## config.mk

```make
export PLATFORM = sky130hd
export DESIGN_NAME = ex_muldiv_ctrl
export DESIGN_NICKNAME = d
export VERILOG_FILES = /design/src/rtl/ex_muldiv_pkg.sv /design/src/rtl/ex_muldiv_core.sv /design/src/rtl/ex_muldiv_ctrl.sv
export SDC_FILE = /design/constraint.sdc
export NUM_CORES = 1
export LEC_CHECK = 0
export CORE_AREA = 2 2 172 174
export CTS_BUF_LIST = sky130_fd_sc_hd__clkbuf_16
export DETAILED_ROUTE_END_ITERATION = 7
export DIE_AREA = 0 0 174 176
export PLACE_DENSITY = 0.84
export SYNTH_ARGS = -nofsm -noshare
export SYNTH_HDL_FRONTEND = slang
export SYNTH_SLANG_ARGS = --single-unit
```

## constraint.sdc

```tcl
create_clock -name clk -period 7.6 [get_ports clk]
set_input_delay 1.52 -clock clk [delete_from_list [all_inputs] [get_ports clk]]
set_output_delay 1.52 -clock clk [all_outputs]
set_load 0.01 [all_outputs]
```

## src/rtl/ex_muldiv_pkg.sv

```systemverilog
// ----------------------------------------------------------------------------
// ex_muldiv_pkg
// Shared definitions for the EX-stage multiply/divide unit:
//   - R-type ALU op encoding and the HI/LO-related funct codes
//   - FSM state enumeration for the iterative controller
//   - default operand width and the last iteration index
//   - magnitude() helper used to strip signs before iterating
// ----------------------------------------------------------------------------
package ex_muldiv_pkg;

    // Operand / HI / LO width. Only 32 is supported.
    localparam int DATA_W_DEFAULT = 32;

    // ALU op class that qualifies the funct decode.
    localparam logic [1:0] ALU_OP_RTYPE = 2'b10;

    // funct field codes handled by this unit.
    localparam logic [5:0] FUNCT_MFHI  = 6'h10;
    localparam logic [5:0] FUNCT_MTHI  = 6'h11;
    localparam logic [5:0] FUNCT_MFLO  = 6'h12;
    localparam logic [5:0] FUNCT_MTLO  = 6'h13;
    localparam logic [5:0] FUNCT_MULT  = 6'h18;
    localparam logic [5:0] FUNCT_MULTU = 6'h19;
    localparam logic [5:0] FUNCT_DIV   = 6'h1A;
    localparam logic [5:0] FUNCT_DIVU  = 6'h1B;

    // Index of the final shift-add / restoring-subtract step.
    localparam logic [4:0] LAST_STEP = 5'd31;

    // Controller states: idle, iterating multiply, iterating divide,
    // and the single sign-fix / HI-LO write-back cycle.
    typedef enum logic [1:0] {
        IDLE = 2'd0,
        MUL  = 2'd1,
        DIV  = 2'd2,
        FIX  = 2'd3
    } state_t;

    // Absolute value of a two's-complement operand when is_signed is set;
    // pass-through otherwise. 0x8000_0000 maps onto itself, which is the
    // correct unsigned magnitude 2^31.
    function automatic logic [31:0] magnitude(input logic [31:0] value,
                                              input logic        is_signed);
        return (is_signed && value[31]) ? -value : value;
    endfunction

endpackage

```

## src/rtl/ex_muldiv_core.sv

```systemverilog
// ----------------------------------------------------------------------------
// muldiv_core
// 64-bit accumulator datapath for the iterative multiply/divide unit.
// Works purely on unsigned magnitudes; sign handling lives in the controller.
//
// Multiply (shift-add): acc = {0, multiplier}; each step adds the
// multiplicand into the upper half when acc[0] is set, then shifts the
// 65-bit {carry, acc} right by one. After 32 steps acc holds the product.
//
// Divide (restoring): acc = {0, dividend}; each step shifts acc left by one
// and tries to subtract the divisor from the upper half. On success the
// difference replaces the upper half and a quotient 1 enters at bit 0.
// After 32 steps acc = {remainder, quotient}.
//
// Ports:
//   clk       in   clock, rising edge
//   rst_ni    in   asynchronous active-low reset
//   load_i    in   load operands and mode (takes priority over step_i)
//   step_i    in   perform one iteration
//   is_div_i  in   mode for the load: 1 = divide, 0 = multiply
//   a_mag_i   in   multiplicand / dividend magnitude
//   b_mag_i   in   multiplier / divisor magnitude
//   acc_o     out  accumulator ({HI, LO} shaped result after 32 steps)
// ----------------------------------------------------------------------------
module muldiv_core #(
    parameter int DATA_W = 32
) (
    input  logic                clk,
    input  logic                rst_ni,
    input  logic                load_i,
    input  logic                step_i,
    input  logic                is_div_i,
    input  logic [DATA_W-1:0]   a_mag_i,
    input  logic [DATA_W-1:0]   b_mag_i,
    output logic [2*DATA_W-1:0] acc_o
);

    logic [2*DATA_W-1:0] acc_q;
    logic [2*DATA_W-1:0] acc_d;
    logic [DATA_W-1:0]   opnd_q;       // multiplicand or divisor
    logic                div_mode_q;

    logic [DATA_W:0]     mul_sum;
    logic [2*DATA_W-1:0] mul_next;
    logic [DATA_W:0]     div_diff;
    logic [2*DATA_W-1:0] div_next;

    always_comb begin
        // Shift-add step: the carry out of the add becomes the new MSB.
        mul_sum  = {1'b0, acc_q[2*DATA_W-1:DATA_W]}
                 + (acc_q[0] ? {1'b0, opnd_q} : {(DATA_W+1){1'b0}});
        mul_next = {mul_sum, acc_q[DATA_W-1:1]};

        // Restoring step: the trial window is the upper half shifted left
        // with the next dividend bit appended (DATA_W+1 bits). A borrow in
        // the MSB of the difference means the divisor did not fit; in that
        // case the window was below the divisor, so acc_q's MSB is zero and
        // the plain left shift loses nothing.
        div_diff = acc_q[2*DATA_W-1:DATA_W-1] - {1'b0, opnd_q};
        if (div_diff[DATA_W]) begin
            div_next = {acc_q[2*DATA_W-2:0], 1'b0};
        end else begin
            div_next = {div_diff[DATA_W-1:0], acc_q[DATA_W-2:0], 1'b1};
        end

        acc_d = acc_q;
        if (load_i) begin
            acc_d = {{DATA_W{1'b0}}, (is_div_i ? a_mag_i : b_mag_i)};
        end else if (step_i) begin
            acc_d = div_mode_q ? div_next : mul_next;
        end
    end

    always_ff @(posedge clk or negedge rst_ni) begin
        if (!rst_ni) begin
            acc_q      <= '0;
            opnd_q     <= '0;
            div_mode_q <= 1'b0;
        end else begin
            acc_q <= acc_d;
            if (load_i) begin
                opnd_q     <= is_div_i ? b_mag_i : a_mag_i;
                div_mode_q <= is_div_i;
            end
        end
    end

    assign acc_o = acc_q;

endmodule

```

## src/rtl/ex_muldiv_ctrl.sv

```systemverilog
// ----------------------------------------------------------------------------
// ex_muldiv_ctrl
// EX-stage controller for MULT/MULTU/DIV/DIVU and the HI/LO moves.
// Decodes the EX instruction, runs a 32-step iterative multiply/divide in
// muldiv_core, applies signs in a final FIX cycle, owns HI/LO and raises a
// pipeline stall whenever a HI/LO-related instruction meets a busy unit.
//
// Ports:
//   clk           in   clock, rising edge
//   reset         in   asynchronous active-low reset
//   id_ex_instr   in   EX instruction, funct = [5:0]
//   id_ex_alu_op  in   ALU op class, 2'b10 = R-type
//   id_ex_valid   in   EX slot holds a real instruction
//   flush         in   EX instruction squashed this cycle
//   operand_a     in   forwarded rs value
//   operand_b     in   forwarded rt value
//   stall         out  hold IF/ID/EX, bubble EX/MEM
//   busy          out  iterative operation in progress
//   hi, lo        out  architectural HI/LO
//   mf_result     out  MFHI/MFLO read data (0 otherwise / while stalled)
//   div_zero      out  last completed divide had a zero divisor (sticky)
// ----------------------------------------------------------------------------
module ex_muldiv_ctrl
    import ex_muldiv_pkg::*;
#(
    parameter int DATA_W = DATA_W_DEFAULT
) (
    input  logic              clk,
    input  logic              reset,
    input  logic [31:0]       id_ex_instr,
    input  logic [1:0]        id_ex_alu_op,
    input  logic              id_ex_valid,
    input  logic              flush,
    input  logic [DATA_W-1:0] operand_a,
    input  logic [DATA_W-1:0] operand_b,
    output logic              stall,
    output logic              busy,
    output logic [DATA_W-1:0] hi,
    output logic [DATA_W-1:0] lo,
    output logic [DATA_W-1:0] mf_result,
    output logic              div_zero
);

    // ---------------------------------------------------------------- decode
    logic [5:0] funct;
    logic       dec_rtype;
    logic       dec_mult;
    logic       dec_multu;
    logic       dec_div;
    logic       dec_divu;
    logic       dec_mfhi;
    logic       dec_mflo;
    logic       dec_mthi;
    logic       dec_mtlo;
    logic       dec_md;
    logic       dec_any;
    logic       unused_instr_bits;

    assign funct     = id_ex_instr[5:0];
    assign dec_rtype = id_ex_valid && (id_ex_alu_op == ALU_OP_RTYPE);
    assign dec_mult  = dec_rtype && (funct == FUNCT_MULT);
    assign dec_multu = dec_rtype && (funct == FUNCT_MULTU);
    assign dec_div   = dec_rtype && (funct == FUNCT_DIV);
    assign dec_divu  = dec_rtype && (funct == FUNCT_DIVU);
    assign dec_mfhi  = dec_rtype && (funct == FUNCT_MFHI);
    assign dec_mflo  = dec_rtype && (funct == FUNCT_MFLO);
    assign dec_mthi  = dec_rtype && (funct == FUNCT_MTHI);
    assign dec_mtlo  = dec_rtype && (funct == FUNCT_MTLO);
    assign dec_md    = dec_mult | dec_multu | dec_div | dec_divu;
    assign dec_any   = dec_md | dec_mfhi | dec_mflo | dec_mthi | dec_mtlo;

    // Only the funct field matters to this unit.
    assign unused_instr_bits = ^id_ex_instr[31:6];

    // ------------------------------------------------------ operand prep
    logic              op_signed;
    logic              op_is_div;
    logic              divisor_zero;
    logic              a_neg;
    logic              b_neg;
    logic [DATA_W-1:0] a_mag;
    logic [DATA_W-1:0] b_mag;
    logic              accept;
    logic              mt_write;

    assign op_signed    = dec_mult | dec_div;
    assign op_is_div    = dec_div | dec_divu;
    assign divisor_zero = (operand_b == '0);
    assign a_neg        = op_signed & operand_a[DATA_W-1];
    assign b_neg        = op_signed & operand_b[DATA_W-1];
    assign a_mag        = magnitude(operand_a, op_signed);
    assign b_mag        = magnitude(operand_b, op_signed);

    // A stalled md op is by definition not accepted; a flushed one never is.
    assign accept   = dec_md & ~stall & ~flush;
    assign mt_write = (dec_mthi | dec_mtlo) & ~stall & ~flush;

    // ------------------------------------------------------------- state
    state_t            state_q;
    state_t            state_d;
    logic [4:0]        cnt_q;
    logic [4:0]        cnt_d;
    logic [DATA_W-1:0] hi_q;
    logic [DATA_W-1:0] hi_d;
    logic [DATA_W-1:0] lo_q;
    logic [DATA_W-1:0] lo_d;
    logic              dz_q;
    logic              dz_d;

    // Attributes of the accepted op, consumed in FIX.
    logic              is_div_q;
    logic              zero_div_q;
    logic              neg_q;        // product / quotient needs negation
    logic              rem_neg_q;    // remainder follows the dividend sign
    logic [DATA_W-1:0] a_raw_q;      // HI value for divide-by-zero

    logic                core_load;
    logic                core_step;
    logic [2*DATA_W-1:0] acc;
    logic [2*DATA_W-1:0] prod_fix;
    logic [DATA_W-1:0]   quo_fix;
    logic [DATA_W-1:0]   rem_fix;

    muldiv_core #(
        .DATA_W (DATA_W)
    ) u_core (
        .clk      (clk),
        .rst_ni   (reset),
        .load_i   (core_load),
        .step_i   (core_step),
        .is_div_i (op_is_div),
        .a_mag_i  (a_mag),
        .b_mag_i  (b_mag),
        .acc_o    (acc)
    );

    assign prod_fix = neg_q     ? -acc                  : acc;
    assign quo_fix  = neg_q     ? -acc[DATA_W-1:0]      : acc[DATA_W-1:0];
    assign rem_fix  = rem_neg_q ? -acc[2*DATA_W-1:DATA_W] : acc[2*DATA_W-1:DATA_W];

    // --------------------------------------------- next-state / datapath
    always_comb begin
        state_d   = state_q;
        cnt_d     = cnt_q;
        hi_d      = hi_q;
        lo_d      = lo_q;
        dz_d      = dz_q;
        core_load = 1'b0;
        core_step = 1'b0;

        // MTHI/MTLO only get through while idle (busy stalls them).
        if (mt_write && dec_mthi) begin
            hi_d = operand_a;
        end
        if (mt_write && dec_mtlo) begin
            lo_d = operand_a;
        end

        unique case (state_q)
            IDLE: begin
                if (accept) begin
                    core_load = 1'b1;
                    cnt_d     = '0;
                    dz_d      = 1'b0;
                    if (!op_is_div) begin
                        state_d = MUL;
                    end else if (divisor_zero) begin
                        state_d = FIX;
                    end else begin
                        state_d = DIV;
                    end
                end
            end
            MUL, DIV: begin
                core_step = 1'b1;
                if (cnt_q == LAST_STEP) begin
                    cnt_d   = '0;
                    state_d = FIX;
                end else begin
                    cnt_d = cnt_q + 5'd1;
                end
            end
            FIX: begin
                if (zero_div_q) begin
                    hi_d = a_raw_q;
                    lo_d = '1;
                    dz_d = 1'b1;
                end else if (is_div_q) begin
                    hi_d = rem_fix;
                    lo_d = quo_fix;
                end else begin
                    hi_d = prod_fix[2*DATA_W-1:DATA_W];
                    lo_d = prod_fix[DATA_W-1:0];
                end
                state_d = IDLE;
            end
            default: begin
                state_d = IDLE;
            end
        endcase
    end

    always_ff @(posedge clk or negedge reset) begin
        if (!reset) begin
            state_q <= IDLE;
            cnt_q   <= '0;
            hi_q    <= '0;
            lo_q    <= '0;
            dz_q    <= 1'b0;
        end else begin
            state_q <= state_d;
            cnt_q   <= cnt_d;
            hi_q    <= hi_d;
            lo_q    <= lo_d;
            dz_q    <= dz_d;
        end
    end

    always_ff @(posedge clk or negedge reset) begin
        if (!reset) begin
            is_div_q   <= 1'b0;
            zero_div_q <= 1'b0;
            neg_q      <= 1'b0;
            rem_neg_q  <= 1'b0;
            a_raw_q    <= '0;
        end else if (accept) begin
            is_div_q   <= op_is_div;
            zero_div_q <= op_is_div & divisor_zero;
            neg_q      <= a_neg ^ b_neg;
            rem_neg_q  <= a_neg;
            a_raw_q    <= operand_a;
        end
    end

    // ----------------------------------------------------------- outputs
    assign busy     = (state_q != IDLE);
    assign stall    = busy & dec_any;
    assign hi       = hi_q;
    assign lo       = lo_q;
    assign div_zero = dz_q;

    // Reads are suppressed while stalled so a held MFHI/MFLO never leaks a
    // stale value toward MEM.
    always_comb begin
        mf_result = '0;
        if (!stall && dec_mfhi) begin
            mf_result = hi_q;
        end else if (!stall && dec_mflo) begin
            mf_result = lo_q;
        end
    end

endmodule

```

[After elaboration in Yosys (flattened, before gate mapping)]
Index checks and enable logic that the tools add are counted.
Cells by class
  $add $sub $neg: 8
  equality and inequality tests: 16
  mux-type cells: 36
  bitwise operators: 21
  reductions and logical operators: 28
Operator list (count)
  $mux 32: 17
  $mux 64: 5
  $neg 32->32: 4
  $neg 64->64: 1
  $eq 6x5->1 const B: 8
  $add 32x33->33: 1
  $sub 33x32->33: 1
  $logic_not 32->1: 1
  $logic_and 1x1->1: 15
  $reduce_bool 2->1: 6
  $mux 5: 2
  $or 1x1->1: 10
  $pmux 5 s2: 1
  $and 1x1->1: 8
  $eq 2x2->1 const B: 3
  $mux 1: 6
  $mux 2: 3
  $ne 2x2->1 const B: 3
  $pmux 2 s3: 1
  $add 5x1->5 const B: 1
  $eq 5x5->1 const B: 1
  $reduce_and 2->1: 2
  $reduce_and 3->1: 1
  $eq 2x1->1 const B: 1
  6 further kinds: 7
Storage, ports and cells
  bits in registers: 205
  bits of input ports: 102
  word-level logic and storage cells: 122

[Depth between registers and ports, before layout]
Gate-level depths: netlist of the first run.
  word-level depth: 17
  depth in mapped cells: 15
  depth with buffers taken out: 13

[Hierarchy]
Synthesis of the first run repeated with hierarchy kept, for this count alone.
Second synthesis, totals
  cell total of the unflattened synthesis: 2244
  area, all modules: 18048.6 um^2
By module, submodules not included
  muldiv_core: instances 1, cells an instance 1143, area an instance 9257.6 um^2, sequential area each 2427.3 um^2
  ex_muldiv_ctrl: instances 1, cells an instance 1101, area an instance 8790.9 um^2, sequential area each 2702.6 um^2

[Worst setup path before layout of the first run]
OpenSTA, ideal clock, no wires.
  path kind: input port to output port
  start: in id_ex_instr[2]
  end: out mf_result[10]
  data arrival time: 2.958 ns
  required time: 6.080 ns
  path slack: 3.122 ns
  stages on the path: 6
  cells stage by stage: nor4bb_1 nand2_1 or4_1 clkbuf_1 clkbuf_1 nor2_1
On the way
  cells in the longest elaborated chain, start to end: 14
  elaborated cells on any way between the ends: 29
  those cells by class: eq/ne (8); mux (2); bitwise (8); reduce/logical (11)
RTL lines
  start: declaration: RTL line ex_muldiv_ctrl.sv:30  | input logic [31:0] id_ex_instr,
  $eq 6x5->1, on equally long branches: RTL line ex_muldiv_ctrl.sv:61, ex_muldiv_ctrl.sv:62
  $logic_and 1x1->1, on equally long branches: RTL line ex_muldiv_ctrl.sv:61, ex_muldiv_ctrl.sv:62
  $or 1x1->1 (3 in a row): RTL line ex_muldiv_ctrl.sv:69  | assign dec_md = dec_mult | dec_multu | dec_div | dec_divu;
  $or 1x1->1 (4 in a row): RTL line ex_muldiv_ctrl.sv:70  | assign dec_any = dec_md | dec_mfhi | dec_mflo | dec_mthi | dec_mtlo;
  $and 1x1->1: RTL line ex_muldiv_ctrl.sv:237  | assign stall = busy & dec_any;
  $logic_not 1->1: RTL line ex_muldiv_ctrl.sv:246, ex_muldiv_ctrl.sv:248
  $logic_and 1x1->1: RTL line ex_muldiv_ctrl.sv:248  | end else if (!stall && dec_mflo) begin
  $mux 32: RTL line ex_muldiv_ctrl.sv:248
  $mux 32 (*): RTL line ex_muldiv_ctrl.sv:246  | if (!stall && dec_mfhi) begin
  end: declaration: RTL line ex_muldiv_ctrl.sv:40  | output logic [DATA_W-1:0] mf_result,
Every way passes the cells marked *; elsewhere a longest branch is shown, timed or not.

[Worst setup path after layout of the first run]
  start: in id_ex_alu_op[1]
  end: out mf_result[4]
On the way
  cells in the longest elaborated chain, start to end: 15
  elaborated cells on any way between the ends: 23
  those cells by class: eq/ne (1); mux (2); bitwise (8); reduce/logical (12)
RTL lines
  start: declaration: RTL line ex_muldiv_ctrl.sv:31  | input logic [1:0] id_ex_alu_op,
  $eq 2x2->1 (*): RTL line ex_muldiv_ctrl.sv:60  | assign dec_rtype = id_ex_valid && (id_ex_alu_op == ALU_OP_RTYPE);
  $logic_and 1x1->1 (*): RTL line ex_muldiv_ctrl.sv:60
  $logic_and 1x1->1, on equally long branches: RTL line ex_muldiv_ctrl.sv:61, ex_muldiv_ctrl.sv:62
  $or 1x1->1 (3 in a row): RTL line ex_muldiv_ctrl.sv:69
  $or 1x1->1 (4 in a row): RTL line ex_muldiv_ctrl.sv:70
  $and 1x1->1: RTL line ex_muldiv_ctrl.sv:237
  $logic_not 1->1: RTL line ex_muldiv_ctrl.sv:246, ex_muldiv_ctrl.sv:248
  $logic_and 1x1->1: RTL line ex_muldiv_ctrl.sv:248
  $mux 32: RTL line ex_muldiv_ctrl.sv:248
  $mux 32 (*): RTL line ex_muldiv_ctrl.sv:246
Marked as above.

==> results of run 1 <==
-- per-layer routing --
metal	GRT usage (%)	vias to the layer above	part of all wire (%)	routed length, um
met3	6.31	163	11	6820
met1	53.8	8587	40	24400
li1	-	8002	-	-
met5	0	-	0.021	13
met2	64.4	1088	46	28100
met4	14.4	2	3.8	2350
-- cells by family (layout without fill, tap and decap cells) --
| family | count (synthesis) | count (layout) |
|---|---|---|
| simple gates | 720 | 720 |
| compound gates | 698 | 698 |
| flops | 205 | 205 |
| buf+inv | 202 | 305 |
| xor+xnor | 166 | 166 |
| mux | 94 | 94 |
| fa+ha+maj | 75 | 75 |
-- registers in the layout, summed over array words and instances, names as in the netlist --
name / flops
u_core.opnd_q: 32
u_core.acc_o: 64
neg_q: 1
is_div_q: 1
zero_div_q: 1
hi: 32
lo: 32
a_raw_q: 32
cnt_q: 5
state_q: 2
u_core.div_mode_q: 1
rem_neg_q: 1
div_zero: 1
-- how the worst min path moves through the flow --
stage,startpoint,to,slack (ps)
floorplan,a_raw_q[10],a_raw_q[10],450
detailed placement,a_raw_q[8],a_raw_q[8],460
finish,a_raw_q[22],a_raw_q[22],480
CTS,a_raw_q[8],a_raw_q[8],480
global route,a_raw_q[6],a_raw_q[6],500
global placement,a_raw_q[10],a_raw_q[10],460
-- area by class of cell --
class                           count  area, um^2  share of cell area [%]
Clock buffer                       25         626                    3.19
Tap cell                          384         480                    2.45
Sequential cell                   205        5130                    26.1
Timing Repair Buffer              198        1920                    9.78
Clock inverter                     17         133                   0.675
Multi-Input combinational cell   1753       11100                    56.5
Inverter                           65         244                    1.24
-- power groups by stage --
stage | Combinational [mW] | Sequential, mW | Clock [mW]
detailed placement | 4.31 | 2.05 | 0
floorplan | 2.96 | 1.86 | 0
finish | 4.41 | 2.06 | 1.15
CTS | 4.33 | 2.03 | 1.14
global placement | 4.20 | 2.03 | 0
global route | 4.80 | 2.09 | 1.19
-- placed cells by master, fill, tap and decap left out, drive strengths merged, types with 11 or more instances in the layout --
cell type	n
or3	21
xnor2	80
dfrtp	205
o21ai	244
clkbuf	26
nand3	35
a21oi	140
o22ai	22
mux2i	90
o211ai	53
a31oi	11
nor3	30
nand2b	20
or4	19
a211oi	38
clkdlybuf4s50	172
and2	20
o31ai	27
ha	73
and3	25
inv	67
xor2	86
nand2	298
buf	25
o41ai	13
nor2	191
a22oi	15
a21o	29
nor4	12
a222oi	21
-- per-stage QoR --
step	hold slack, ps	util (%)
5_1_grt	503	68.8
4_1_cts	477	68.8
3_5_place_dp	464	66.1
3_3_place_gp	458	66.1
6_report	481	68.8
2_1_floorplan	446	-
-- critical path, delay by kind of cell --
family,cells,cell delay (ps)
buf+inv,2,1020
simple gates,4,1920
==> out/metrics.yaml, run 1 <==
status: "complete, no violations"
firstDrtPassIters: 8
grt_pass1_vias: 16700
n_antenna_cell: 0
cp-startpoint: "id_ex_alu_op[1]"
cts.path.max_buffers: 3
core-area_um2: 28500
synth_area_um2: 16900
netlist.area_leader.share_pct: 30.3
crit_top_cell: "clkdlybuf4s50_1"
timing.critical_path.to: "mf_result[4]"
insertion_delay_ps: 540
synth-compound-area-share_pct: 26.1
clkSinkCount: 205
netlist.top_cell.by_area: "dfrtp_1"
avgSynthCellArea_um2: 7.84
placed_cell_area_um2: 18900
fin_nets: 2424
cts.htree.levels: 1
antenna_found_initial: 1
design_area_um2: 19600
place_inst: 2605
vias_per_cell: 6.74
grt_max_degree: 101
cts_tree: "yes"
hold_class: "reg -> reg"
cap_violations: 0
r2r_start: "u_core.acc_o[31]"
stdcell_count: 2647
setup_tns_ps: 0
seq_area_frac_synth_pct: 30.3
cp_data_arrival_time_ps: 4490
cp_cell_sequence: "clkdlybuf4s50_1 -> nor4bb_1 -> nand2_1 -> or4_1 -> nor2_1 -> clkdlybuf4s50_1"
synth.area.top_cells: "dfrtp_1, o21ai_0, nand2_1"
gp_congestion: 1.01
hpwlAfterDp_mm: 46.4
yosysMostFrequentCell: "nand2_1"
wirelength_mm: 61.8
fp.dieArea_um2: 30600
swShare_pct: 48.2
nFillCells: 2346
synth_mux_area_share_pct: 5.58
end_kind: "output pin"
wire_per_inst_um: 23.3
hold_violations: 0
post-route-min-period_ps: 6010
synth_edf_count: 0
fp.dieH_um: 176
post-route-period-util_pct: 79.1
cts.repair_timing.setup_buffer_count: 0
slew_headroom_pct: 25.0
io_buffers: 174
synth-adder-area-share_pct: 5.63
cp_max_fo: 32
slowest_stage: "or4_1"
drive_gt1_share_pct: 4.24
synth_top_family_by_area: "compound AO/OA/AOI/OAI gates"
synth_top_flop_cell: "dfrtp_1"
synth_cell_types: 76
critPathMaxStageDelay_ps: 950
drt_iter0_markers: 2420
synth-simple-area-share_pct: 19.4
cts_buffers: 24
globalRouteOverflowTotal: 0
start_util_pct: 59.4
ys_top_cells_by_count: "nand2_1, o21ai_0, dfrtp_1, nor2_1, a21oi_1"
skew_ps: 17.2
rrSetupSlack_ps: 3490
regToRegEndpoint: "u_core.acc_o[62]"
fin_total_pwr_mw: 7.62
holdBufCountCts: 0
rsz0062_at_grt: "no"
remaining_drc_errors: 0
seq_power_share_pct: 27.1
path_class: "in -> out"
rows: 62
r2r_cells: 13
maxSlewViolCount: 0
synth-seq-cells: 205
p_clk_share_pct: 15.1
internal_power_mw: 3.95
cts_resized: 0
hold_path_depth: 2
fin_ws_ps: 1590
path_clk_slew_ps: 60
syn2layout_area_growth_pct: 15.9
tightest_slew_ps: 1120
p_per_area_nw_per_um2: 388
die_x_um: 174
critPathLaunchType: "input pin"
grt_usage_pct: 39.6
pwr-share-comb_pct: 57.9
ys_warn_count: 0
ant_nets: 0
required_ps: 6080
grt_first_pass_wirelength_mm: 95.9
io_pins: 201
switchingPower_mw: 3.67
pre_cts_ws_ps: 1610
power_leakage_nw: 8.40
via_count: 17800
peakVddDrop_v: 0.000248
fmax_ghz: 0.166
setup-violations-final: 0
ys_async_sr_fraction_pct: 100
netlist_instances: 2160
syn_nets: 2337
root_buffer: "clkbuf_16"
synthXorXnorAreaFrac_pct: 8.58
(Power assumes the default switching activity.)
==> run 2, diff against run 1 <==
- CORE_AREA: 2 2 172 174 -> 2 2 174 176
- DIE_AREA: 0 0 174 176 -> 0 0 176 178
- PLACE_DENSITY: 0.84 -> 0.82
- clock period: 7.6 -> 5.62 ns (I/O delays scaled with it)
==> run 2 against run 1 <==
- wire length fell by 0.56%
- die area rose by 2.3%
- final area rose by 0.44%
- combinational power rose by 35%
- final cell count rose by 0.45%
- first-iteration DRC count fell by 15%
- flip-flop and latch count did not move
- sequential share of layout area fell by 0.11 points
- the run now ends with DRC left
- clock skew rose by 3.9 ps
==> out/metrics.yaml, run 2 (same netlist as run 1, synthesis figures left out) <==
status: "finished with violations"
violations: "DRC"
nFillCells: 2476  # +5.5%
path_class: "in -> out"
cp_data_arrival_time_ps: 3600  # -890 ps
maxSlewViolCount: 0  # unchanged
drt_iter0_markers: 2048  # -15%
stdcell_count: 2659  # +0.45%
remaining_drc_errors: 14  # +14
critPathLaunchType: "input pin"
grt_usage_pct: 38.5  # -1.1 points
final_cell_mix: "nand2_1, o21ai_0, dfrtp_1"
place_inst: 2616  # +0.42%
cts_tree: "yes"
tightest_slew_ps: 1140  # +19.5 ps
cap_violations: 0  # unchanged
regArea_um2: 5130  # unchanged
cts.repair_timing.setup_buffer_count: 0  # unchanged
cts.path.max_buffers: 3  # unchanged
cts_buffers: 24  # unchanged
rsz0062_at_grt: "no"
hpwlAfterDp_mm: 46.7  # +0.50%
antenna_found_initial: 0  # -1
hold_class: "reg -> reg"
setup-violations-final: 0  # unchanged
fp.dieH_um: 178  # +1.1%
grt_max_degree: 105  # +4.0%
hold_violations: 0  # unchanged
ant_nets: 0  # unchanged
drive_gt1_share_pct: 4.58  # +0.34 points
required_ps: 4500  # -1580 ps
largest_register_ffs: 64  # unchanged
globalRouteOverflowTotal: 0  # unchanged
multi_input_area_um2: 11100  # unchanged
n_antenna_cell: 0  # unchanged
grt_first_pass_wirelength_mm: 94.5  # -1.4%
clkSinkCount: 205  # unchanged
final_common_cell: "nand2_1"
skew_ps: 21.1  # +3.90 ps
root_buffer: "clkbuf_16"
via_count: 17700  # -0.77%
setup_tns_ps: 0  # unchanged
wire_per_inst_um: 23.1  # -1.0%
die_x_um: 176  # +1.1%
post-route-min-period_ps: 4720
fin_total_pwr_mw: 10.4  # +36%
holdBufCountCts: 0  # unchanged
fin_nets: 2429  # +0.21%
post-route-period-util_pct: 84.0
firstDrtPassIters: 8  # unchanged
fmax_ghz: 0.212
cp_max_fo: 32  # unchanged
fp.dieArea_um2: 31300  # +2.3%
power_leakage_nw: 8.44  # +0.53%
gp_congestion: 1.03  # +2.9%
peakVddDrop_v: 0.000460  # +85%
core-area_um2: 29400  # +3.0%
start_util_pct: 57.6  # -1.7 points
end_kind: "output pin"
cts.htree.levels: 1  # unchanged
path_clk_slew_ps: 60  # about the same
io_pins: 201  # unchanged
slew_headroom_pct: 23.7  # -1.3 points
rows: 63  # +1.6%
io_buffers: 174  # unchanged
syn2layout_area_growth_pct: 16.4
insertion_delay_ps: 540  # about the same
p_per_area_nw_per_um2: 526  # +35%
vias_per_cell: 6.66  # -1.2%
cts_resized: 0  # unchanged
wirelength_mm: 61.4  # -0.56%
grt_pass1_vias: 16500  # -1.0%
-- run 2: changes by cell type in the layout (fill, tap and decap cells not counted), sizes merged --
cell,delta
clkbuf,-1
buf,+5
bufinv,+1
clkinv,+3
clkinvlp,-1
inv,-1
-- run 2: path summary, 6_finish.rpt --
path / start / endpoint / slack (ps) / cells after the start
worst max-delay path: id_ex_alu_op[1] / mf_result[2] / 900 / 7
worst min-delay path: a_raw_q[16] / a_raw_q[16] / 480 / 2
worst max register to register: u_core.acc_o[31] / u_core.acc_o[36] / 1290 / 14
worst min register to register: a_raw_q[16] / a_raw_q[16] / 480 / 2
max in group asynchronous: reset / u_core.opnd_q[27] / 3870 / 2
min in group asynchronous: reset / lo[4] / 680 / 1
-- run 2: cell type report --
type	count	share of cell area [%]
Multi-Input combinational cell	1753	56.3
Clock inverter	19	0.945
Clock buffer	24	3.05
Sequential cell	205	26.0
Inverter	65	1.24
Tap cell	390	2.47
Timing Repair Buffer	203	9.99
-- run 2: critical path, cell delays in order --
cell and delay, ps:
clkdlybuf4s50_1 450, nor4bb_1 420, nand2_1 180, or4_1 450, buf_4 250, nor2_1 160
clkdlybuf4s50_1 550
-- run 2: report_power, final --
| part | internal [mW] | total (mW) | switching, mW |
|---|---|---|---|
| clock | 0.919 | 1.58 | 0.662 |
| combinational | 2.50 | 5.97 | 3.47 |
| sequential | 1.97 | 2.83 | 0.856 |
-- run 2: metrics by stage --
stage | hold WS [ps] | cell area, um^2 | utilization [%] | worst slack (ps)
2_1_floorplan | 446 | 16900 | - | 1930
3_3_place_gp | 458 | 18900 | 64.4 | 963
3_5_place_dp | 464 | 18900 | 64.4 | 914
4_1_cts | 479 | 19700 | 67.1 | 908
5_1_grt | 504 | 19700 | 67.1 | 739
6_report | 482 | 19700 | 67.1 | 899
-- run 2: layer usage --
metal / part of all wire (%) / global-route usage, %
met1: 40 / 52.2
met2: 45 / 62.0
met3: 10 / 5.73
met4: 4.5 / 16.0
met5: 0 / 0
